[src/rtl/mem_req_unit_pkg.sv]
// mem_req_unit_pkg: shared op, exception and FSM state types plus op decode helpers
package mem_req_unit_pkg;
    typedef enum logic [3:0] {LD_B, LD_H, LD_W, LD_BU, LD_HU, ST_B, ST_H, ST_W} mem_op_t;
    typedef enum logic [2:0] {EXCP_NONE, ALE, TLBR, PIL, PIS, PPI, PME} excp_t;
    typedef enum logic [2:0] {IDLE, REQ, WAIT, DONE, DRAIN} state_t;

    function automatic logic [1:0] op_size(input mem_op_t op);
        return (op == LD_B || op == LD_BU || op == ST_B) ? 2'd0 :
               (op == LD_H || op == LD_HU || op == ST_H) ? 2'd1 : 2'd2;
    endfunction

    function automatic logic op_store(input mem_op_t op);
        return op inside {ST_B, ST_H, ST_W};
    endfunction

    function automatic logic misaligned(input mem_op_t op, input logic [1:0] lo);
        return (op_size(op) == 2'd1 && lo[0]) || (op_size(op) == 2'd2 && lo != 2'd0);
    endfunction
endpackage

[src/rtl/mem_align.sv]
// mem_align: store lane strobes/replication and load shift/extend
module mem_align
    import mem_req_unit_pkg::*;
(
    input  mem_op_t     op,
    input  logic [1:0]  off,
    input  logic [31:0] st_data,
    input  logic [31:0] rdata,
    output logic [1:0]  size,
    output logic [3:0]  wstrb,
    output logic [31:0] wdata,
    output logic [31:0] ldata
);
    logic [31:0] sh;

    always_comb begin
        sh = rdata >> {off, 3'b000};
        size = op_size(op);
        wstrb = !op_store(op) ? 4'b0000 : size == 2'd0 ? 4'b0001 << off :
                size == 2'd1 ? 4'b0011 << off : 4'b1111;
        wdata = size == 2'd0 ? {4{st_data[7:0]}} : size == 2'd1 ? {2{st_data[15:0]}} : st_data;
        ldata = op == LD_B  ? {{24{sh[7]}}, sh[7:0]} :
                op == LD_BU ? {24'b0, sh[7:0]} :
                op == LD_H  ? {{16{sh[15]}}, sh[15:0]} :
                op == LD_HU ? {16'b0, sh[15:0]} : sh;
    end
endmodule

[src/rtl/mem_req_unit.sv]
// mem_req_unit: single-outstanding load/store issue to the mmu data port with exception capture
module mem_req_unit
    import mem_req_unit_pkg::*;
(
    input  logic        clk,
    input  logic        reset,
    input  logic        ex_valid,
    input  mem_op_t     ex_op,
    input  logic [31:0] ex_base,
    input  logic [31:0] ex_offset,
    input  logic [31:0] ex_wdata,
    output logic        ex_ready,
    input  logic        flush,
    output logic        req,
    output logic [31:0] va,
    output logic        we,
    output logic [1:0]  size,
    output logic [3:0]  wstrb,
    output logic [31:0] wdata,
    output logic        cancel,
    input  logic        addr_ok,
    input  logic        data_ok,
    input  logic [31:0] rdata,
    input  logic        tlbr,
    input  logic        pil,
    input  logic        pis,
    input  logic        ppi,
    input  logic        pme,
    output logic        wb_valid,
    output logic [31:0] wb_rdata,
    output logic        wb_have_excp,
    output excp_t       wb_excp_type,
    output logic [31:0] wb_badv,
    input  logic        wb_ready
);
    state_t      state_q, state_d;
    mem_op_t     op_q, op_d;
    logic [31:0] va_q, va_d, wdata_q, wdata_d, res_q, res_d, ex_va, ldata;
    logic        exc_q, exc_d, ale;
    excp_t       et_q, et_d, mmu_et;

    assign ex_va = ex_base + ex_offset;
    assign ale = misaligned(ex_op, ex_va[1:0]);
    assign mmu_et = tlbr ? TLBR : pil ? PIL : pis ? PIS : ppi ? PPI : pme ? PME : EXCP_NONE;
    assign ex_ready = reset && state_q == IDLE && !flush;
    assign req = reset && state_q == REQ && !flush;
    assign cancel = reset && state_q == REQ && (flush || mmu_et != EXCP_NONE);
    assign va = va_q;
    assign we = op_store(op_q);
    assign wb_valid = reset && state_q == DONE;
    assign wb_rdata = reset ? res_q : '0;
    assign wb_have_excp = reset && exc_q;
    assign wb_excp_type = et_q;
    assign wb_badv = wb_have_excp ? va_q : '0;

    mem_align u_align (
        .op      (op_q),
        .off     (va_q[1:0]),
        .st_data (wdata_q),
        .rdata   (rdata),
        .size    (size),
        .wstrb   (wstrb),
        .wdata   (wdata),
        .ldata   (ldata)
    );

    always_comb begin
        state_d = state_q;
        op_d = op_q;
        va_d = va_q;
        wdata_d = wdata_q;
        res_d = res_q;
        exc_d = exc_q;
        et_d = et_q;
        case (state_q)
            IDLE: if (ex_valid && ex_ready) begin
                op_d = ex_op;
                va_d = ex_va;
                wdata_d = ex_wdata;
                res_d = '0;
                exc_d = ale;
                et_d = ale ? ALE : EXCP_NONE;
                state_d = ale ? DONE : REQ;
            end
            REQ: if (flush) state_d = IDLE;
                 else if (mmu_et != EXCP_NONE) begin
                     exc_d = 1'b1;
                     et_d = mmu_et;
                     state_d = DONE;
                 end else if (addr_ok) state_d = WAIT;
            WAIT: if (data_ok) begin
                res_d = we ? '0 : ldata;
                state_d = flush ? IDLE : DONE;
            end else if (flush) state_d = DRAIN;
            DONE: if (flush || wb_ready) state_d = IDLE;
            DRAIN: if (data_ok) state_d = IDLE;
            default: state_d = IDLE;
        endcase
    end

    always_ff @(posedge clk) begin
        if (!reset) begin
            state_q <= IDLE;
            op_q <= LD_B;
            va_q <= '0;
            wdata_q <= '0;
            res_q <= '0;
            exc_q <= 1'b0;
            et_q <= EXCP_NONE;
        end else begin
            state_q <= state_d;
            op_q <= op_d;
            va_q <= va_d;
            wdata_q <= wdata_d;
            res_q <= res_d;
            exc_q <= exc_d;
            et_q <= et_d;
        end
    end
endmodule

[config.mk]
export PLATFORM = sky130hd
export DESIGN_NAME = mem_req_unit
export DESIGN_NICKNAME = d
export VERILOG_FILES = /design/src/rtl/mem_req_unit_pkg.sv /design/src/rtl/mem_align.sv /design/src/rtl/mem_req_unit.sv
export SDC_FILE = /design/constraint.sdc
export NUM_CORES = 1
export LEC_CHECK = 0
export BUFFER_PORTS_ARGS = -buffer_cell sky130_fd_sc_hd__clkbuf_2
export CAP_MARGIN = 30
export CORE_UTILIZATION = 45
export DETAILED_ROUTE_END_ITERATION = 8
export PLACE_DENSITY = 0.81
export SLEW_MARGIN = 20
export SYNTH_ARGS = -nofsm -noshare
export SYNTH_HDL_FRONTEND = slang
export SYNTH_SLANG_ARGS = --single-unit
[constraint.sdc]
create_clock -name clk -period 3.3 [get_ports clk]
set_clock_uncertainty 0.1 [all_clocks]
set_input_delay 0.99 -clock clk [delete_from_list [all_inputs] [get_ports clk]]
set_output_delay 0.99 -clock clk [all_outputs]
set_load 0.01 [all_outputs]
; Yosys cells after proc, flatten, opt, wreduce, memory -nomap -nowiden
; Index checks and enable logic that the tools add are counted.
[word_totals]
ff_bits = 107
in_bits = 144
output_inout_bits = 143
word_cells = 116
[op_classes]
add_sub_neg = 1
n_eq_ne = 26
shift = 3
muxes = 44
n_reduce_logical = 35
[ops]
columns = op, count
row1 = 2-to-1 mux 32 bit, 11
row2 = one-hot mux 32 bit (2 select lines), 1
row3 = 2-to-1 mux 3 bit, 16
row4 = adder 32 bit, 1
row5 = right shift 32 x 5 -> 32 bit, 1
row6 = equality test 4 x 3 -> 1 bit (second input constant), 7
row7 = one-hot mux 3 bit (5 select lines), 1
row8 = 2-to-1 mux 2 bit, 6
row9 = 2-to-1 mux 4 bit, 3
row10 = logical OR 1 bit, 11
row11 = logical AND 1 bit, 10
row12 = equality test 4 x 1 -> 1 bit (second input constant), 2
row13 = equality test 4 x 2 -> 1 bit (second input constant), 2
row14 = logical NOT 4 bit, 2
row15 = equality test 3 x 2 -> 1 bit (second input constant), 2
row16 = != test 2 x 1 -> 1 bit (second input constant), 3
row17 = != test 2 bit (second input constant), 3
row18 = one-hot mux 3 bit (2 select lines), 1
row19 = nonzero test 2 bit, 3
row20 = nonzero test 3 bit, 2
row21 = AND reduction 5 bit, 1
row22 = equality test 2 x 1 -> 1 bit (second input constant), 2
row23 = 2-to-1 mux 1 bit, 4
row24 = != test 4 x 3 -> 1 bit (second input constant), 1
row25 = other kinds (13), 13

; Depth between registers and ports, before layout
[depth]
depth_word = 11
mapped_depth = 10
mapped_depth_nobuf = 10

; Modules after synthesis
; Synthesis repeated with hierarchy kept, for this count alone.
[hier_totals]
cells_unflattened = 1024
hier_area_um2 = 7522.2
[modules_own_cells]
columns = mod, instances, cells_per_inst, area_each_um2
row1 = mem_req_unit, 1, 832, 6137.1
row2 = mem_align, 1, 192, 1385.1

; Worst setup path before layout
; No wires, ideal clock.
[synth_timing]
path_kind = input -> register
from = in ex_base[0]
to = reg va_q[30] (netlist: va[30])
setup_ns = 0.117
arrival_time_ns = 2.874
setup_slack_ns = 0.208
stages = 10
path_buffers = 0
cell_sequence = ha_1 > inv_1 > fa_1 > nor2b_1 > o31ai_1 > a211o_1 > a21o_1 > a211oi_1 > o21ai_0 > a32o_1
[synth_via]
elab_chain_len = 1
[synth_rtl]
columns = item, line_no
row1 = from (decl), mem_req_unit.sv:9  ; input logic [31:0] ex_base,
row2 = adder 32 bit, mem_req_unit.sv:42  ; assign ex_va = ex_base + ex_offset;
row3 = to (signal assigned), mem_req_unit.sv:113  ; va_q <= va_d;
row4 = to (decl), mem_req_unit.sv:38  ; logic [31:0] va_q, va_d, wdata_q, wdata_d, res_q, res_d, ex_va, ldata;
; No other way between the ends.
; A chain may end at the register's enable or synchronous reset.

; Worst setup path after layout
[layout_timing]
from = reg op_q[2]
to = out wstrb[2]
[layout_via]
elab_chain_len = 9
[layout_rtl]
columns = item, line_no
row1 = from (decl), mem_req_unit.sv:37  ; mem_op_t op_q, op_d;
row2 = from (signal assigned), mem_req_unit.sv:112  ; op_q <= op_d;
row3 = equality test 4 x 1 -> 1 bit or equality test 4 x 3 -> 1 bit (tied branches), mem_req_unit_pkg.sv:9  ; (op == LD_H || op == LD_HU || op == ST_H) ? 2'd1 : 2'd2;
row4 = logical OR 1 bit (2 in a row), mem_req_unit_pkg.sv:9
row5 = 2-to-1 mux 2 bit, mem_req_unit_pkg.sv:9
row6 = 2-to-1 mux 2 bit, mem_req_unit_pkg.sv:8  ; return (op == LD_B || op == LD_BU || op == ST_B) ? 2'd0 :
row7 = equality test 2 x 1 -> 1 bit, mem_align.sv:20  ; size == 2'd1 ? 4'b0011 << off : 4'b1111;
row8 = 2-to-1 mux 4 bit, mem_align.sv:20
row9 = 2-to-1 mux 4 bit, mem_align.sv:19  ; wstrb = !op_store(op) ? 4'b0000 : size == 2'd0 ? 4'b0001 << off :
row10 = 2-to-1 mux 4 bit (*), mem_align.sv:19
row11 = to (decl), mem_req_unit.sv:18  ; output logic [3:0] wstrb,
; Mark *: on every way between the ends. The rest lies on a longest branch, timed or not.

==> impl_summary.txt <==
----------------------------------------------------
[Place]
  Number of I/O port buffers ... 286
  Detailed placement HPWL ... 18.5 mm
  Pre-CTS WS ... -0.175 ns
  Placer Congestion ... 0.978

[Pwr]
  Final total power ... 3690 uW
  Cell leakage power ... 0.00437 uW
  Pwr per Cell Area ... 389 mW/mm^2
  Worst vdd rail ir drop ... 0.282 mV

[Global routing]
  Largest net degree at the start of global routing ... 52
  Gr ovfl total ... 0
  Number of antenna violations at the first check in global routing ... 0
  Total track usage ... 27.3%
  Wire length of the first global-routing pass ... 38.5 mm
  Number of global-route vias before repair ... 7541

[Timing]
  Maximum operating frequency ... 310 MHz
  Max Slew Vio Count ... 0
  Shortest period the worst path allows ... 3.22 ns
  Transition time at the pin with the least slew margin ... 0.875 ns
  Period Utilization, post-route ... 97.6%
  Setup TNS ... 0 ns
  Endpoints failing setup ... 0
  Final critical-path setup slack ... 0.0794 ns
  Worst slew margin ... 41.2%
  Hold violation total from the final report ... 0
  RSZ-0062 raised after global routing ... no

[Setup path]
  Bufs and invs on worst path ... 2
  Worst flop-to-flop path startpoint ... op_q[3]$_SDFFE_PN0P_
  End of the worst register-to-register path ... res_q[4]$_SDFFE_PN0P_
  Cell with the most instances on the worst path ... nor2_1
  Cell-by-cell listing of the critical path ... nor2_1 > mux2i_1 > nor2_1 > buf_4 > a221oi_1 > clkbuf_2
  Arrival time of the worst setup path ... 2.13 ns
  Number of cell instances on the worst register-to-register path ... 8
  Family of cells with the greatest summed delay on the critical path ... compound AO/OA/AOI/OAI gates
  Cell type of the slowest stage on the worst timing path ... a221oi_1
  Longest individual stage delay on the worst path ... 0.53 ns
  Kind of start point of the critical path ... register
  Required time reported for the critical path endpoint ... 2.21 ns
  Crit path kind ... reg2out
  Sort of element at the end of the critical path ... primary output
  Worst reg2reg setup slack ... 0.85 ns
  Worst-path maximum fanout ... 12

[Drt]
  DRC violations left ... 0
  Post-DRT Antenna Nets ... 0
  Number of optimization iterations in the first detailed-route pass ... 5
  Violation count after the first detailed-routing iteration ... 695
  Average routed wire per standard cell ... 16.8 um
  Via density ... 5.63
  Total detailed-routing wirelength ... 24.0 mm
  Count of vias placed by the detailed router ... 8065

[CTS]
  Clock Sink Count ... 107
  Total setup buffers inserted after CTS ... 0
  Cts bufs inserted ... 9
  Clock tree root buffer cell ... clkbuf_16
  Clk Latency, worst-skew pair ... 0.35 ns
  Maximum number of buffers from clock root to sink ... 2
  Clk pin slew, worst setup/hold paths ... 0.07 ns
  Number of buffers inserted by hold repair at cts ... 0
  Cts repair resizes ... 0
  TritonCTS clock tree ... done
  Number of H-tree branching levels ... 3

[Layout]
  Most frequent cells in the layout ... clkbuf_2, nand2_1, dfxtp_1, a21oi_1, o21ai_0
  Layout cell share with drive strength beyond 1 ... 32.1%
  Net count of the finished layout ... 1392
  Final design utilization ... 58.8%
  Number of antenna repair diodes ... 0
  Most common cell after layout, fill and taps aside ... clkbuf_2
  Layout area overhead ... 25.9%

[Die]
  Count of pins on the block boundary ... 287
  Area of the die ... 0.0172 sq mm
  Total number of placement rows ... 46
  Height of the die ... 131 um
  Die Wd ... 131 um
  Core region area ... 0.0161 sq mm
  Initial core utilization ... 46.7%

[Synthesis]
  Dominant cells by area after synthesis ... dfxtp_1, nand2_1, ha_1, a21oi_1, a21boi_0
  Count of flip-flops with a built-in enable after synthesis ... 0
  Synthesized Nets ... 1137
  Synthesized area ... 0.00752 sq mm
  Portion of the post-synthesis area used by sequential elements ... 28.5%
  Number of synthesis warnings ... 0
  Number of register bits inferred by synthesis ... 107
  Most common flop cell mapped by yosys ... dfxtp_1
  Biggest area consumer among synthesized cells ... dfxtp_1
  Count of different cell masters after synthesis ... 64
  Share of the synthesized area in the top cell type ... 28.5%
  Share of flip-flops with an asynchronous set or reset ... 0%
  Post-synthesis cell count ... 957
  Mean cell area of the mapped netlist ... 7.86 sq um

[Hold path]
  Worst Hold Endpoint ... wdata_q[25]$_SDFFE_PN0P_
  Path type of the worst min-delay path ... reg2reg
  Worst Hold Launch ... wdata_q[25]$_SDFFE_PN0P_
  Worst Hold Depth ... 2

[Run]
  Max-capacitance violation count ... 0

[Status]
  Status ... finished, final reports clean

----------------------------------------------------
-- area by class of cell --
class	instances	area, sq um
fillers	1450	6650
multi-input cells	755	4950
flip-flops and latches	107	2140
repair buffers	323	1740
well taps	216	270
clock buffers	10	239
clock inverters	6	65.1
inverters	16	60.1
-- per-layer routing --
| layer | track usage (%) | vias up | wire (um) |
|---|---|---|---|
| li1 | - | 3918 | - |
| met1 | 34.7 | 3747 | 10400 |
| met2 | 46.1 | 356 | 11200 |
| met3 | 4.36 | 44 | 1740 |
| met4 | 10.9 | 0 | 696 |
| met5 | 0 | - | 0 |
-- per-stage QoR --
stage | hold slack, ns | instances | instance area [sq um]
finish | 0.365 | 1433 | 9470
global route | 0.382 | 1433 | 9470
CTS | 0.368 | 1433 | 9470
detailed placement | 0.357 | 1417 | 9160
global placement | 0.348 | 1417 | 9160
floorplan | 0.340 | 957 | 7520
-- power by group --
part / leakage, uW / switching (uW) / internal, uW / total (uW)
registers: 0.000869 / 94.7 / 1370 / 1460
logic: 0.00335 / 654 / 457 / 1110
clock network: 0.000148 / 502 / 610 / 1110
total: 0.00437 / 1250 / 2430 / 3690
-- Yosys cell counts, types with 3 or more instances --
library cell,number
mux2_2,18
a221oi_1,3
xor2_1,13
a21o_1,7
a211oi_1,15
and3_1,39
o311ai_0,3
or3_1,3
o211ai_1,3
o21ai_0,61
o211a_1,4
a21boi_0,44
nand2_1,154
nand4_1,7
nor2_1,39
and4_1,3
nand3_1,18
nor2b_1,22
a22oi_1,8
mux2i_1,23
xnor2_1,12
ha_1,35
and2_1,43
nand2b_1,7
o2bb2ai_2,20
buf_2,20
o21bai_1,3
a2111oi_0,7
nor3_1,9
clkbuf_1,45
o2bb2ai_1,6
inv_1,15
a21oi_1,82
a31oi_1,6
dfxtp_1,107
buf_4,11
o21a_1,6
-- worst max-delay path by stage --
stage                               startpoint                   to  slack [ns]  cells after the start
after floorplan                     ex_base[0]  va[30]$_SDFFE_PN0P_        0.21                     10
after global placement            ex_offset[0]  va[30]$_SDFFE_PN0P_       -0.11                     11
after detailed placement          ex_offset[0]  va[30]$_SDFFE_PN0P_       -0.18                     11
after CTS                 op_q[1]$_SDFFE_PN0P_             wstrb[2]        0.04                      6
after global routing      op_q[2]$_SDFFE_PN0P_             wstrb[2]        0.02                      6
final                     op_q[2]$_SDFFE_PN0P_             wstrb[2]        0.08                      6
-- flip-flops by register name, summed over array words and instances, names as in the netlist --
register      flops
op_q              4
exc_q             1
wdata_q          32
va               32
wb_excp_type      3
res_q            32
state_q           3
-- cell families after synthesis --
family	share of synthesized area, %
compound gates	27.2
flops	28.5
xor+xnor	2.91
buf+inv	5.82
fa+ha+maj	6.09
simple gates	23.8
mux	5.76
-- worst min-delay path: stages, from the launching register on --
cell      delay (ns)
dfxtp_1         0.31
nand2_1         0.05
a21boi_0        0.06
Power figures use the tool's default switching activity.
